File: src/rtl/ocx_tlx_fifo_rd_arb.sv
// Purpose : round-robin read scheduler sharing one downstream consumer among NUM_REQ FIFO controllers.
// Latency : 0 cycles from fifo_data_available_i to fifo_rd_done_o/dn_valid_o; credit_cnt_o updates one cycle later.
// Backpres: issue stalls while the downstream credit pool is empty; the owner keeps its burst slot while stalled.
//
// Ports:
//   clock_i                  sole clock, rising edge
//   reset_i                  synchronous, active-high
//   fifo_data_available_i    per-FIFO data-available flags
//   credit_return_i          one-cycle pulse, one downstream credit returned
//   fifo_rd_done_o           one-hot-or-zero pop strobe per FIFO
//   dn_valid_o               an entry is transferred this cycle
//   dn_id_o                  index of the popped FIFO (0 when idle)
//   credit_cnt_o             registered credit count
//   credit_overflow_error_o  credit returned while the pool is already full and nothing popped
module ocx_tlx_fifo_rd_arb #(
    parameter int NUM_REQ      = 4,
    parameter int ID_WIDTH     = 2,
    parameter int CREDIT_WIDTH = 4,
    parameter int INIT_CREDITS = 8,
    parameter int MAX_BURST    = 4,
    parameter int BURST_WIDTH  = 3
) (
    input  logic                    clock_i,
    input  logic                    reset_i,
    input  logic [NUM_REQ-1:0]      fifo_data_available_i,
    input  logic                    credit_return_i,
    output logic [NUM_REQ-1:0]      fifo_rd_done_o,
    output logic                    dn_valid_o,
    output logic [ID_WIDTH-1:0]     dn_id_o,
    output logic [CREDIT_WIDTH-1:0] credit_cnt_o,
    output logic                    credit_overflow_error_o
);

    localparam int SW = ID_WIDTH + 1;
    localparam logic [CREDIT_WIDTH-1:0] CREDIT_INIT = CREDIT_WIDTH'(INIT_CREDITS);
    localparam logic [BURST_WIDTH-1:0]  BURST_MAX   = BURST_WIDTH'(MAX_BURST);
    localparam logic [ID_WIDTH-1:0]     LAST_INIT   = ID_WIDTH'(NUM_REQ - 1);

    typedef enum logic {
        IDLE,
        BURST
    } state_t;

    state_t                  state_q, state_d;
    logic [ID_WIDTH-1:0]     owner_q, owner_d;
    logic [ID_WIDTH-1:0]     last_q, last_d;
    logic [BURST_WIDTH-1:0]  burst_cnt_q, burst_cnt_d;
    logic [CREDIT_WIDTH-1:0] credit_q, credit_d;

    logic                    credit_ok;
    logic [ID_WIDTH-1:0]     arb_start;
    logic                    arb_found;
    logic [ID_WIDTH-1:0]     arb_grant;
    logic [SW-1:0]           scan_idx;
    logic                    pop_vld;
    logic [ID_WIDTH-1:0]     pop_id;
    logic                    credit_err;

    // A credit returned this cycle only becomes usable next cycle.
    assign credit_ok = (credit_q != '0);

    // In BURST the scan starts after the owner; in IDLE after the last grant.
    // The two are equal whenever a burst is active, so this is purely for clarity.
    assign arb_start = (state_q == BURST) ? owner_q : last_q;

    // Scan start+1 .. start+NUM_REQ, wrapping at NUM_REQ. The final step lands on
    // start itself, which lets a lone owner re-win after its burst limit.
    always_comb begin
        arb_found = 1'b0;
        arb_grant = '0;
        scan_idx  = '0;
        for (int i = 1; i <= NUM_REQ; i++) begin
            scan_idx = {1'b0, arb_start} + SW'(i);
            if (scan_idx >= SW'(NUM_REQ)) begin
                scan_idx = scan_idx - SW'(NUM_REQ);
            end
            if (!arb_found && fifo_data_available_i[scan_idx[ID_WIDTH-1:0]]) begin
                arb_found = 1'b1;
                arb_grant = scan_idx[ID_WIDTH-1:0];
            end
        end
    end

    always_comb begin
        state_d     = state_q;
        owner_d     = owner_q;
        last_d      = last_q;
        burst_cnt_d = burst_cnt_q;
        pop_vld     = 1'b0;
        pop_id      = '0;
        case (state_q)
            IDLE: begin
                if (credit_ok && arb_found) begin
                    pop_vld     = 1'b1;
                    pop_id      = arb_grant;
                    owner_d     = arb_grant;
                    last_d      = arb_grant;
                    burst_cnt_d = BURST_WIDTH'(1);
                    state_d     = BURST;
                end
            end
            BURST: begin
                if (!credit_ok) begin
                    // Stalled on credits: keep ownership and burst position.
                    state_d = BURST;
                end else if (fifo_data_available_i[owner_q] && (burst_cnt_q < BURST_MAX)) begin
                    pop_vld     = 1'b1;
                    pop_id      = owner_q;
                    burst_cnt_d = burst_cnt_q + BURST_WIDTH'(1);
                end else if (arb_found) begin
                    pop_vld     = 1'b1;
                    pop_id      = arb_grant;
                    owner_d     = arb_grant;
                    last_d      = arb_grant;
                    burst_cnt_d = BURST_WIDTH'(1);
                end else begin
                    state_d = IDLE;
                end
            end
            default: begin
                state_d = IDLE;
            end
        endcase
    end

    // A return into a full pool with no matching pop is dropped and flagged.
    always_comb begin
        credit_err = credit_return_i && !pop_vld && (credit_q == CREDIT_INIT);
        credit_d   = credit_q;
        if (!credit_err) begin
            credit_d = credit_q - CREDIT_WIDTH'(pop_vld) + CREDIT_WIDTH'(credit_return_i);
        end
    end

    always_ff @(posedge clock_i) begin
        if (reset_i) begin
            state_q     <= IDLE;
            owner_q     <= '0;
            last_q      <= LAST_INIT;
            burst_cnt_q <= '0;
            credit_q    <= CREDIT_INIT;
        end else begin
            state_q     <= state_d;
            owner_q     <= owner_d;
            last_q      <= last_d;
            burst_cnt_q <= burst_cnt_d;
            credit_q    <= credit_d;
        end
    end

    always_comb begin
        fifo_rd_done_o = '0;
        if (pop_vld) begin
            fifo_rd_done_o[pop_id] = 1'b1;
        end
    end

    assign dn_valid_o              = pop_vld;
    assign dn_id_o                 = pop_vld ? pop_id : '0;
    assign credit_cnt_o            = credit_q;
    assign credit_overflow_error_o = credit_err;

endmodule

File: config.mk
export PLATFORM = sky130hd
export DESIGN_NAME = ocx_tlx_fifo_rd_arb
export DESIGN_NICKNAME = d
export VERILOG_FILES = /design/src/rtl/ocx_tlx_fifo_rd_arb.sv
export SDC_FILE = /design/constraint.sdc
export NUM_CORES = 1
export LEC_CHECK = 0
export ABC_AREA = 1
export ABC_CLOCK_PERIOD_IN_PS = 2520
export BUFFER_PORTS_ARGS = -buffer_cell sky130_fd_sc_hd__buf_4
export CAP_MARGIN = 30
export CORE_MARGIN = 10
export CORE_UTILIZATION = 50
export CTS_BUF_LIST = sky130_fd_sc_hd__clkbuf_4
export DETAILED_ROUTE_END_ITERATION = 7
export PLACE_DENSITY = 0.84
export SYNTH_ARGS = -nofsm -noshare
export SYNTH_HDL_FRONTEND = slang
export SYNTH_SLANG_ARGS = --single-unit
export TNS_END_PERCENT = 50
File: constraint.sdc
create_clock -name clock_i -period 2.52 [get_ports clock_i]
set_input_delay 0.504 -clock clock_i [delete_from_list [all_inputs] [get_ports clock_i]]
set_output_delay 0.504 -clock clock_i [all_outputs]
set_load 0.01 [all_outputs]
==> results.sh <==
export IMPL_status="finished, violations left"
export IMPL_violations="negative setup slack"
export IMPL_io_pin_count=19
export IMPL_clk_pin_slew_ns=0.08
export IMPL_clockBufferDepth=2
export IMPL_fillCellCount=145
export IMPL_n_antenna_cell=0
export IMPL_cp_end_kind="primary output"
export IMPL_gr_total_overflow=0
export IMPL_crit_chain="inv_6 -> nand2_2 -> nand2_4 -> nand2_4 -> nand2_4 -> nand2_1 -> nand2_2 -> nand4_4 -> nand2_4 -> buf_8 -> nor2_8 -> nand2_4 -> nand2_4 -> buf_4 -> buf_4"
export IMPL_wl_per_cell_microns=14.47
export IMPL_final_antenna_net_count=0
export IMPL_die_y_microns=67.51
export IMPL_cp_max_fo=6
export IMPL_slew_headroom_pct=80.78
export IMPL_route_detailed_drc=0
export IMPL_max_freq_ghz=0.3892
export IMPL_tightestPinTransition_ns=0.2879
export IMPL_syn_num_nets=191
export IMPL_max_cap_viol_count=0
export IMPL_skew_ns=0.002258
export IMPL_num_rows=17
export IMPL_period_share_pct=102.0
export IMPL_finalSetupViolCount=5
export IMPL_dp_slack_ns=-0.07757
export IMPL_antenna_found_initial=0
export IMPL_place_congestion=0.8540
export IMPL_hold_viol_final=0
export IMPL_vdd_drop_max_uv=1028
export IMPL_area_growth_pct=56.21
export IMPL_crit_type="register to primary output"
export IMPL_cts_root_buf="clkbuf_4"
export IMPL_cp_slowest_stage_delay_ns=0.39
export IMPL_slew_viol_final=0
export IMPL_grt_pass1_wl_mm=5.526
export IMPL_cts_tree="yes"
export IMPL_grt_pass1_vias=1314
export IMPL_fin_ws_ns=-0.04949
export IMPL_synth_distinct_cells=22
export IMPL_syn_inst=176
export IMPL_leakagePower_nw=0.9232
export IMPL_cp_slowest_cell="dfxtp_4"
export IMPL_dieWidth_microns=67.51
export IMPL_dp_hpwl_mm=2.370
export IMPL_grt_util_met3_pct=2.975
export IMPL_r2r_cells=18
export IMPL_crit_arrival_ns=2.07
export IMPL_nets=237
export IMPL_core_sq_mm=0.002191
export IMPL_wl_mm=3.603
export IMPL_grt_total_usage_pct=15.34
export IMPL_setup_tns_ns=-0.2011
export IMPL_worstSkewPairLatency_ns=0.29
export IMPL_synth_top_area_share_pct=21.29
export IMPL_cts_num_sinks=12
export IMPL_start_kind="register"
export IMPL_yosysWarnings=0
export IMPL_power_density_mw_per_mm2=1570
export IMPL_rsz0062_at_grt="true"
export IMPL_first_pass_iters=4
export IMPL_synthTopCellsByArea="dfxtp_1 21%, nand2_1 19%, nand2_2 8.3%, ha_1 7.8%, inv_1 7.3%"
export IMPL_num_vias=1309
export IMPL_fin_util_pct=80.47
export IMPL_period_needed_ns=2.569
export IMPL_seq_area_frac_synth_pct=21.29
export IMPL_grt_busiest_layer="met2"
export IMPL_drt_iter0_markers=92
export IMPL_hold_class="input port to register"
export IMPL_cts_buffers=3
export IMPL_synth_avg_cell_area_sq_um=6.412
export IMPL_grt_max_degree=10
export IMPL_min_path_cells=2
export IMPL_use_met2_pct=31.34
export IMPL_dieArea_sq_mm=0.004558
export IMPL_drive_gt1_share_pct=52.04
export IMPL_cp_required_ns=2.02
export IMPL_drt_vias_per_instance=5.257
export IMPL_netlist_area_sq_mm=0.001129
export IMPL_synth_top_area_cell="dfxtp_1"
export IMPL_crit_top_cell="nand2_4"
export IMPL_ys_ff_latch=12
export IMPL_multi_input_area_sq_mm=0.001023
export IMPL_initial_utilization_pct=51.51
export IMPL_io_buffers=18
export IMPL_use_met1_pct=13.42
export IMPL_h_tree_depth=1
export IMPL_regArea_sq_um=252.7
-- worst paths after layout --
check	from	end	slack (ns)
worst max-delay path	state_q	dn_id_o[1]	-0.05
worst min-delay path	reset_i	state_q	0.40
worst max register to register	state_q	credit_cnt_o[2]	0.04
worst min register to register	owner_q[1]	owner_q[1]	0.50
-- layout make-up --
type,count,area share [%]
Multi-Input combinational cell,139,58.06
Timing Repair Buffer,41,18.52
Sequential cell,12,14.34
Inverter,25,5.607
Tap cell,28,1.987
Clock buffer,3,1.278
Clock inverter,1,0.2129
-- cell families after synthesis --
family	share of synthesized area (%)
fa+ha+maj	9.534
compound gates	11.64
flops	21.29
buf+inv	8.315
simple gates	47.67
xor+xnor	1.552
-- registers in the layout, indices dropped and copies added (netlist names) --
name	cells
credit_cnt_o	4
burst_cnt_q	3
last_q	2
owner_q	2
state_q	1
-- layer usage --
| metal | part of all wire [%] | vias up | routed length [microns] |
|---|---|---|---|
| met2 | 54 | 39 | 1956 |
| li1 | - | 651 | - |
| met4 | 2.6 | 0 | 95 |
| met3 | 4.0 | 11 | 144 |
| met1 | 39 | 608 | 1407 |
| met5 | 0 | - | 0 |
-- power breakdown --
part           total (mW)  switching, mW  internal [mW]
logic                2.29           1.26           1.03
clock network       0.129         0.0710         0.0576
registers           0.348         0.0743          0.274
total                2.77           1.41           1.36
-- critical path, delay by kind of cell, from the launching register on --
family / cells / cell delay (ns)
simple gates: 11 / 0.87
buf+inv: 4 / 0.49
flops: 1 / 0.39
-- Yosys cell counts (all sizes together) --
cell     n
dfxtp   12
nand4    1
nand3   15
a21oi   11
ha       7
nand2   77
and3     1
inv     25
xnor2    2
nor2    14
o211ai   3
o21ai    5
a31oi    1
fa       1
o21bai   1
-- cells in the final DEF, fill, tap and decap left out, types with 2 or more instances in the layout --
master and n:
buf_4 37, nand2_1 33, nand2_2 24, inv_1 18, nand2_4 17, nand3_1 11
a21oi_1 10, nor2_1 9, dfxtp_1 8, inv_2 6, o21ai_0 5, ha_1 5
nand3_2 4, nand2_8 3, nor2_2 3, o211ai_1 3, clkbuf_4 3, dfxtp_4 3
buf_6 3, ha_4 2
-- timing repair --
| action | CTS | global route |
|---|---|---|
| buffers inserted | 7 | 6 |
| pin swaps | 23 | 21 |
| resized for setup | 32 | 40 |
| cloned | 0 | 0 |
| setup endpoints to repair | 7 | 10 |
| hold endpoints to repair | 0 | 0 |
| hold buffers | 0 | 0 |
-- stage by stage --
stage	hold slack [ns]	power (mW)	area, sq um	cells
floorplan	0.4474	1.450	1130	176
detailed placement	0.4755	1.998	1375	232
finish	0.3965	2.768	1763	249
global placement	0.4559	1.923	1375	232
CTS	0.3886	2.374	1558	243
global route	0.3970	2.996	1763	249
Note: power is estimated with default switching activity, not from simulation.
